File: src/rtl/tpu_layer_sequencer.sv
// Layer-level sequencer for an N x N systolic TPU: accepts one layer command and
// issues the weight-load, switch, input/bias read and writeback strobes, then waits for VPU results.
module tpu_layer_sequencer #(
  parameter int N          = 2,
  parameter int ADDR_W     = 6,
  parameter int ROW_W      = 6,
  parameter int W_LOAD_LAT = 4,
  parameter int TIMEOUT_W  = 8
) (
  input  logic              clk,
  input  logic              rst,
  input  logic              cmd_valid_in,
  output logic              cmd_ready_out,
  input  logic [ADDR_W-1:0] cmd_input_addr_in,
  input  logic [ADDR_W-1:0] cmd_weight_addr_in,
  input  logic [ADDR_W-1:0] cmd_bias_addr_in,
  input  logic [ADDR_W-1:0] cmd_out_addr_in,
  input  logic [ROW_W-1:0]  cmd_rows_in,
  input  logic [3:0]        cmd_pathway_in,
  input  logic              cmd_input_transpose_in,
  input  logic              cmd_weight_transpose_in,
  input  logic              abort_in,
  input  logic              vpu_valid_in_1,
  output logic              ub_rd_weight_start_out,
  output logic [ADDR_W-1:0] ub_rd_weight_addr_out,
  output logic [ADDR_W-1:0] ub_rd_weight_loc_out,
  output logic              ub_rd_weight_transpose_out,
  output logic              ub_rd_input_start_out,
  output logic [ADDR_W-1:0] ub_rd_input_addr_out,
  output logic [ADDR_W-1:0] ub_rd_input_loc_out,
  output logic              ub_rd_input_transpose_out,
  output logic              ub_rd_bias_start_out,
  output logic [ADDR_W-1:0] ub_rd_bias_addr_out,
  output logic [ADDR_W-1:0] ub_rd_bias_loc_out,
  output logic              sys_switch_out,
  output logic [3:0]        vpu_data_pathway_out,
  output logic [ADDR_W-1:0] ub_wr_addr_out,
  output logic              ub_wr_addr_valid_out,
  output logic              busy_out,
  output logic              done_out,
  output logic [1:0]        status_out
);

  localparam int WAIT_W = $clog2(W_LOAD_LAT + 1);
  localparam logic [WAIT_W-1:0]    WAIT_LAST = WAIT_W'(W_LOAD_LAT - 1);
  localparam logic [TIMEOUT_W-1:0] TO_LAST   = {{(TIMEOUT_W-1){1'b1}}, 1'b0};

  localparam logic [1:0] ST_OK      = 2'd0;
  localparam logic [1:0] ST_ZERO    = 2'd1;
  localparam logic [1:0] ST_TIMEOUT = 2'd2;
  localparam logic [1:0] ST_ABORT   = 2'd3;

  typedef enum logic [2:0] {IDLE, LOAD_W, SWITCH, DRAIN, DONE} state_t;

  state_t                state, state_next;
  logic [WAIT_W-1:0]     wait_cnt, wait_next;
  logic [ROW_W-1:0]      res_cnt, res_next, res_inc;
  logic [TIMEOUT_W-1:0]  to_cnt, to_next;
  logic [1:0]            status, status_next;
  logic                  accept, weight_start, switch_pulse, done_pulse;

  logic [ADDR_W-1:0]     input_addr_q, weight_addr_q, bias_addr_q, out_addr_q, weight_loc_q;
  logic [ROW_W-1:0]      rows_q;
  logic [3:0]            pathway_q;
  logic                  input_tr_q, weight_tr_q;

  always_ff @(posedge clk) begin
    if (rst) begin
      state         <= IDLE;
      wait_cnt      <= '0;
      res_cnt       <= '0;
      to_cnt        <= '0;
      status        <= ST_OK;
      input_addr_q  <= '0;
      weight_addr_q <= '0;
      bias_addr_q   <= '0;
      out_addr_q    <= '0;
      weight_loc_q  <= '0;
      rows_q        <= '0;
      pathway_q     <= '0;
      input_tr_q    <= 1'b0;
      weight_tr_q   <= 1'b0;
    end else begin
      state    <= state_next;
      wait_cnt <= wait_next;
      res_cnt  <= res_next;
      to_cnt   <= to_next;
      status   <= status_next;
      if (accept) begin
        input_addr_q  <= cmd_input_addr_in;
        weight_addr_q <= cmd_weight_addr_in;
        bias_addr_q   <= cmd_bias_addr_in;
        out_addr_q    <= cmd_out_addr_in;
        weight_loc_q  <= ADDR_W'(N);
        rows_q        <= cmd_rows_in;
        pathway_q     <= cmd_pathway_in;
        input_tr_q    <= cmd_input_transpose_in;
        weight_tr_q   <= cmd_weight_transpose_in;
      end
    end
  end

  // Abort is tested before completion and timeout so it wins any tie.
  always_comb begin
    state_next   = state;
    wait_next    = wait_cnt;
    res_next     = res_cnt;
    to_next      = to_cnt;
    status_next  = status;
    accept       = 1'b0;
    weight_start = 1'b0;
    switch_pulse = 1'b0;
    done_pulse   = 1'b0;
    res_inc      = res_cnt + ROW_W'(vpu_valid_in_1);
    unique case (state)
      IDLE: begin
        if (cmd_valid_in) begin
          accept    = 1'b1;
          wait_next = '0;
          res_next  = '0;
          to_next   = '0;
          if (cmd_rows_in == '0) begin
            state_next  = DONE;
            status_next = ST_ZERO;
          end else begin
            state_next = LOAD_W;
          end
        end
      end
      LOAD_W: begin
        weight_start = (wait_cnt == '0);
        if (abort_in) begin
          state_next  = DONE;
          status_next = ST_ABORT;
        end else if (wait_cnt == WAIT_LAST) begin
          state_next = SWITCH;
        end else begin
          wait_next = wait_cnt + 1'b1;
        end
      end
      SWITCH: begin
        switch_pulse = 1'b1;
        to_next      = '0;
        res_next     = res_inc;
        if (abort_in) begin
          state_next  = DONE;
          status_next = ST_ABORT;
        end else if (res_inc == rows_q) begin
          state_next  = DONE;
          status_next = ST_OK;
        end else begin
          state_next = DRAIN;
        end
      end
      DRAIN: begin
        res_next = res_inc;
        if (abort_in) begin
          state_next  = DONE;
          status_next = ST_ABORT;
        end else if (vpu_valid_in_1) begin
          to_next = '0;
          if (res_inc == rows_q) begin
            state_next  = DONE;
            status_next = ST_OK;
          end
        end else if (to_cnt == TO_LAST) begin
          state_next  = DONE;
          status_next = ST_TIMEOUT;
        end else begin
          to_next = to_cnt + 1'b1;
        end
      end
      DONE: begin
        done_pulse = 1'b1;
        state_next = IDLE;
      end
      default: state_next = IDLE;
    endcase
  end

  assign cmd_ready_out              = (state == IDLE);
  assign busy_out                   = (state != IDLE);
  assign done_out                   = done_pulse;
  assign status_out                 = status;
  assign ub_rd_weight_start_out     = weight_start;
  assign ub_rd_weight_addr_out      = weight_addr_q;
  assign ub_rd_weight_loc_out       = weight_loc_q;
  assign ub_rd_weight_transpose_out = weight_tr_q;
  assign ub_rd_input_start_out      = switch_pulse;
  assign ub_rd_input_addr_out       = input_addr_q;
  assign ub_rd_input_loc_out        = ADDR_W'(rows_q);
  assign ub_rd_input_transpose_out  = input_tr_q;
  assign ub_rd_bias_start_out       = switch_pulse;
  assign ub_rd_bias_addr_out        = bias_addr_q;
  assign ub_rd_bias_loc_out         = ADDR_W'(rows_q);
  assign sys_switch_out             = switch_pulse;
  assign vpu_data_pathway_out       = pathway_q;
  assign ub_wr_addr_out             = out_addr_q;
  assign ub_wr_addr_valid_out       = switch_pulse;

endmodule
File: config.mk
export PLATFORM = sky130hd
export DESIGN_NAME = tpu_layer_sequencer
export DESIGN_NICKNAME = d
export VERILOG_FILES = /design/src/rtl/tpu_layer_sequencer.sv
export SDC_FILE = /design/constraint.sdc
export NUM_CORES = 1
export LEC_CHECK = 0
export CAP_MARGIN = 25
export CELL_PAD_IN_SITES_DETAIL_PLACEMENT = 0
export CELL_PAD_IN_SITES_GLOBAL_PLACEMENT = 1
export CORE_MARGIN = 2
export CORE_UTILIZATION = 34
export DETAILED_ROUTE_END_ITERATION = 12
export GPL_TIMING_DRIVEN = 0
export PLACE_DENSITY = 0.89
export SLEW_MARGIN = 0
export SYNTH_ARGS = -nofsm -noshare
export SYNTH_HDL_FRONTEND = slang
export SYNTH_SLANG_ARGS = --single-unit
File: constraint.sdc
create_clock -name clk -period 6.4 [get_ports clk]
set_input_delay 1.28 -clock clk [delete_from_list [all_inputs] [get_ports clk]]
set_output_delay 1.28 -clock clk [all_outputs]
set_load 0.02 [all_outputs]
==> flow_summary.json <==
{
  "clkPwrFrac_pct": 24.6,
  "synth_top_family_by_area": "simple AND/OR/NAND/NOR gates",
  "setup_violations": 0,
  "synth_compound_area_share_pct": 16.2,
  "syn_inst": 360,
  "layout_common_cells": "93 x clkdlybuf4s50_1, 92 x nand2_1, 59 x dfxtp_1",
  "die_area_sq_mm": 0.00895,
  "p_sw_share_pct": 37.4,
  "grt_usage_pct": 17.1,
  "drt_wl_total_mm": 7.26,
  "tritoncts": "yes",
  "root_buffer": "clkbuf_8",
  "worstSkewPairLatency_ns": 0.34,
  "drt_pass1_iterations": 4,
  "yosys.area_share.simple_pct": 26.0,
  "drtAntennaViolNets": 0,
  "start_util_pct": 34.5,
  "synthArstFlopShare_pct": 0,
  "clk_path_buf_depth": 2,
  "ys_types": 48,
  "finalSetupTns_ns": 0,
  "synth_top_area_share_pct": 42.3,
  "layout_commonest_cell": "clkdlybuf4s50_1",
  "cp_max_fo": 10,
  "synth_edf_count": 0,
  "grt_max_degree": 11,
  "whs_ns": 0.453,
  "critPathKind": "reg -> out",
  "synthAdderAreaFrac_pct": 3.59,
  "synth_area_leader_cell": "dfxtp_1",
  "drt_iter0_drc": 125,
  "rsz0062_at_grt": "false",
  "worstPathCellList": "buf_2 -> nand2b_1 -> clkbuf_1 -> nor2_1 -> buf_4 -> clkdlybuf4s50_1",
  "worstSetupStartpointType": "flip-flop",
  "synthTopCellsByArea": "dfxtp_1 42%, nand2_1 12%, a21oi_1 8.6%, buf_4 3.8%, ha_1 3.6%",
  "final-hold-violation-count": 0,
  "fin_crit_ns": 3.57,
  "switchingPower_mw": 0.565,
  "cp_data_required_time_ns": 5.12,
  "drc": 0,
  "htreeDepth": 3,
  "yosysSeqAreaShare_pct": 42.3,
  "wl_per_cell_um": 12.6,
  "dieHeight_um": 94.6,
  "grt.overflow.total": 0,
  "grt_first_pass_wirelength_mm": 12.0,
  "route.vias.total": 2705,
  "fmax_mhz": 280,
  "cts.repair.resized": 0,
  "maxCapViolations": 0,
  "slew_violations": 0,
  "core_area_sq_mm": 0.00809,
  "routed_via_density": 4.69,
  "status": "complete, no violations",
  "cts_made_buffers": 9,
  "syn_to_final_growth_pct": 46.3,
  "yosys_register_bits": 59,
  "critPathTopFamily": "buffers and inverters",
  "endpoint_kind": "output pin",
  "yosys.area_share.xor_xnor_pct": 3.45,
  "power_density_mw_per_mm2": 370,
  "ir_drop_mv": 0.177,
  "path_buf_inv": 4,
  "muxShareOfSynthArea_pct": 0.717,
  "worst_pin_slew_ns": 0.595,
  "clock_sinks": 59,
  "rows": 33,
  "synthFlopType": "dfxtp_1",
  "hp-class": "reg -> reg",
  "leakage_nw": 1.55,
  "max-slew-margin-rel_pct": 60.1,
  "final.setup_skew_ns": 0.00900,
  "hpwlAfterDp_mm": 5.36,
  "crit_slowest_cell": "clkdlybuf4s50_1",
  "post-cts-setup-buffers": 0,
  "pwr-share-seq_pct": 31.7,
  "internal_power_mw": 0.946,
  "grt_pass1_vias": 2605,
  "io_buffers": 93,
  "p_comb_share_pct": 43.7,
  "fin_crit_sh_pct": 55.8,
  "io_pins": 99,
  "cts_hold_buf": 0,
  "die_w_um": 94.6,
  "fin_nets": 517,
  "drive_gt1_share_pct": 8.69,
  "syn_avg_cell_area_sq_um": 7.75,
  "synth_warnings": 0,
  "finalWeightedCongestion": 0.829,
  "arrival_ns": 2.29,
  "clkTransAtPathRegs_ns": 0.07,
  "netlist_area_sq_mm": 0.00279,
  "antenna_found_initial": 0,
  "max_stage_delay_ns": 0.60,
  "num_antenna_cells": 0
}
-- cells in the mapped netlist, drive strengths merged (3+ instances only) --
cell    instances
xnor2           4
nand2          92
buf            20
nor2b           5
clkbuf         14
ha              8
inv             6
nand3          10
a21oi          48
o21ai          11
nor4            4
nor3            6
or3             4
nor2           26
xor2            7
o211ai          3
dfxtp          59
-- sequential cells by signal, summed over array words and instances, names as in the netlist, 2 cells and up --
register and flops:
res_cnt 6, state 3, status_out 2, to_cnt 8
ub_rd_bias_addr_out 6, ub_rd_bias_loc_out 6, ub_rd_input_addr_out 6, ub_rd_weight_addr_out 6
ub_wr_addr_out 6, vpu_data_pathway_out 4, wait_cnt 3
-- layer usage --
metal,vias to the layer above,GRT usage (%),wire (um)
li1,1415,-,-
met1,1210,21.1,3260
met2,71,28.1,3420
met3,9,5.99,493
met4,0,5.07,91
met5,-,0,0
-- power groups by stage --
| stage | Clock, mW | Sequential [mW] | Combinational, mW |
|---|---|---|---|
| floorplan | 0 | 0.538 | 0.346 |
| global placement | 0 | 0.485 | 0.656 |
| detailed placement | 0 | 0.487 | 0.660 |
| CTS | 0.382 | 0.480 | 0.664 |
| global route | 0.399 | 0.488 | 0.729 |
| finish | 0.372 | 0.480 | 0.660 |
-- through the flow --
stage	cells	setup WS (ns)	util (%)	total power [mW]	instance area, sq um
floorplan	364	3.48	-	0.884	2810
global placement	562	2.74	47.8	1.14	3870
detailed placement	562	2.70	47.8	1.15	3870
finish	577	2.83	50.4	1.51	4080
global route	577	2.68	50.4	1.62	4080
CTS	577	2.84	50.4	1.53	4080
-- worst min-delay path, cell delays in order (launching register included) --
cell and delay [ns]:
dfxtp_1 0.31, nand2_1 0.05, a21oi_1 0.05
-- path summary, 6_finish.rpt --
path / startpoint / end / slack, ns / cells after the start
min: vpu_data_pathway_out[1] / vpu_data_pathway_out[1] / 0.45 / 2
max reg2reg: res_cnt[0] / state[0] / 4.29 / 7
max: state[2] / ub_wr_addr_valid_out / 2.83 / 6
min reg2reg: vpu_data_pathway_out[1] / vpu_data_pathway_out[1] / 0.45 / 2
-- cells by family after synthesis --
family | after synthesis
compound gates | 77
other cells | 1
simple gates | 162
buf+inv | 40
mux | 2
flops | 59
xor+xnor | 11
fa+ha+maj | 8
-- area by class of cell --
cell class | count | area [sq um]
Inverter | 6 | 22.5
Timing Repair Buffer | 93 | 931
Tap cell | 105 | 131
Multi-Input combinational cell | 265 | 1410
Clock inverter | 5 | 77.6
Buffer | 34 | 188
Sequential cell | 59 | 1180
Clock buffer | 10 | 138
Fill cell | 805 | 4010
Power figures use the tool's default switching activity.
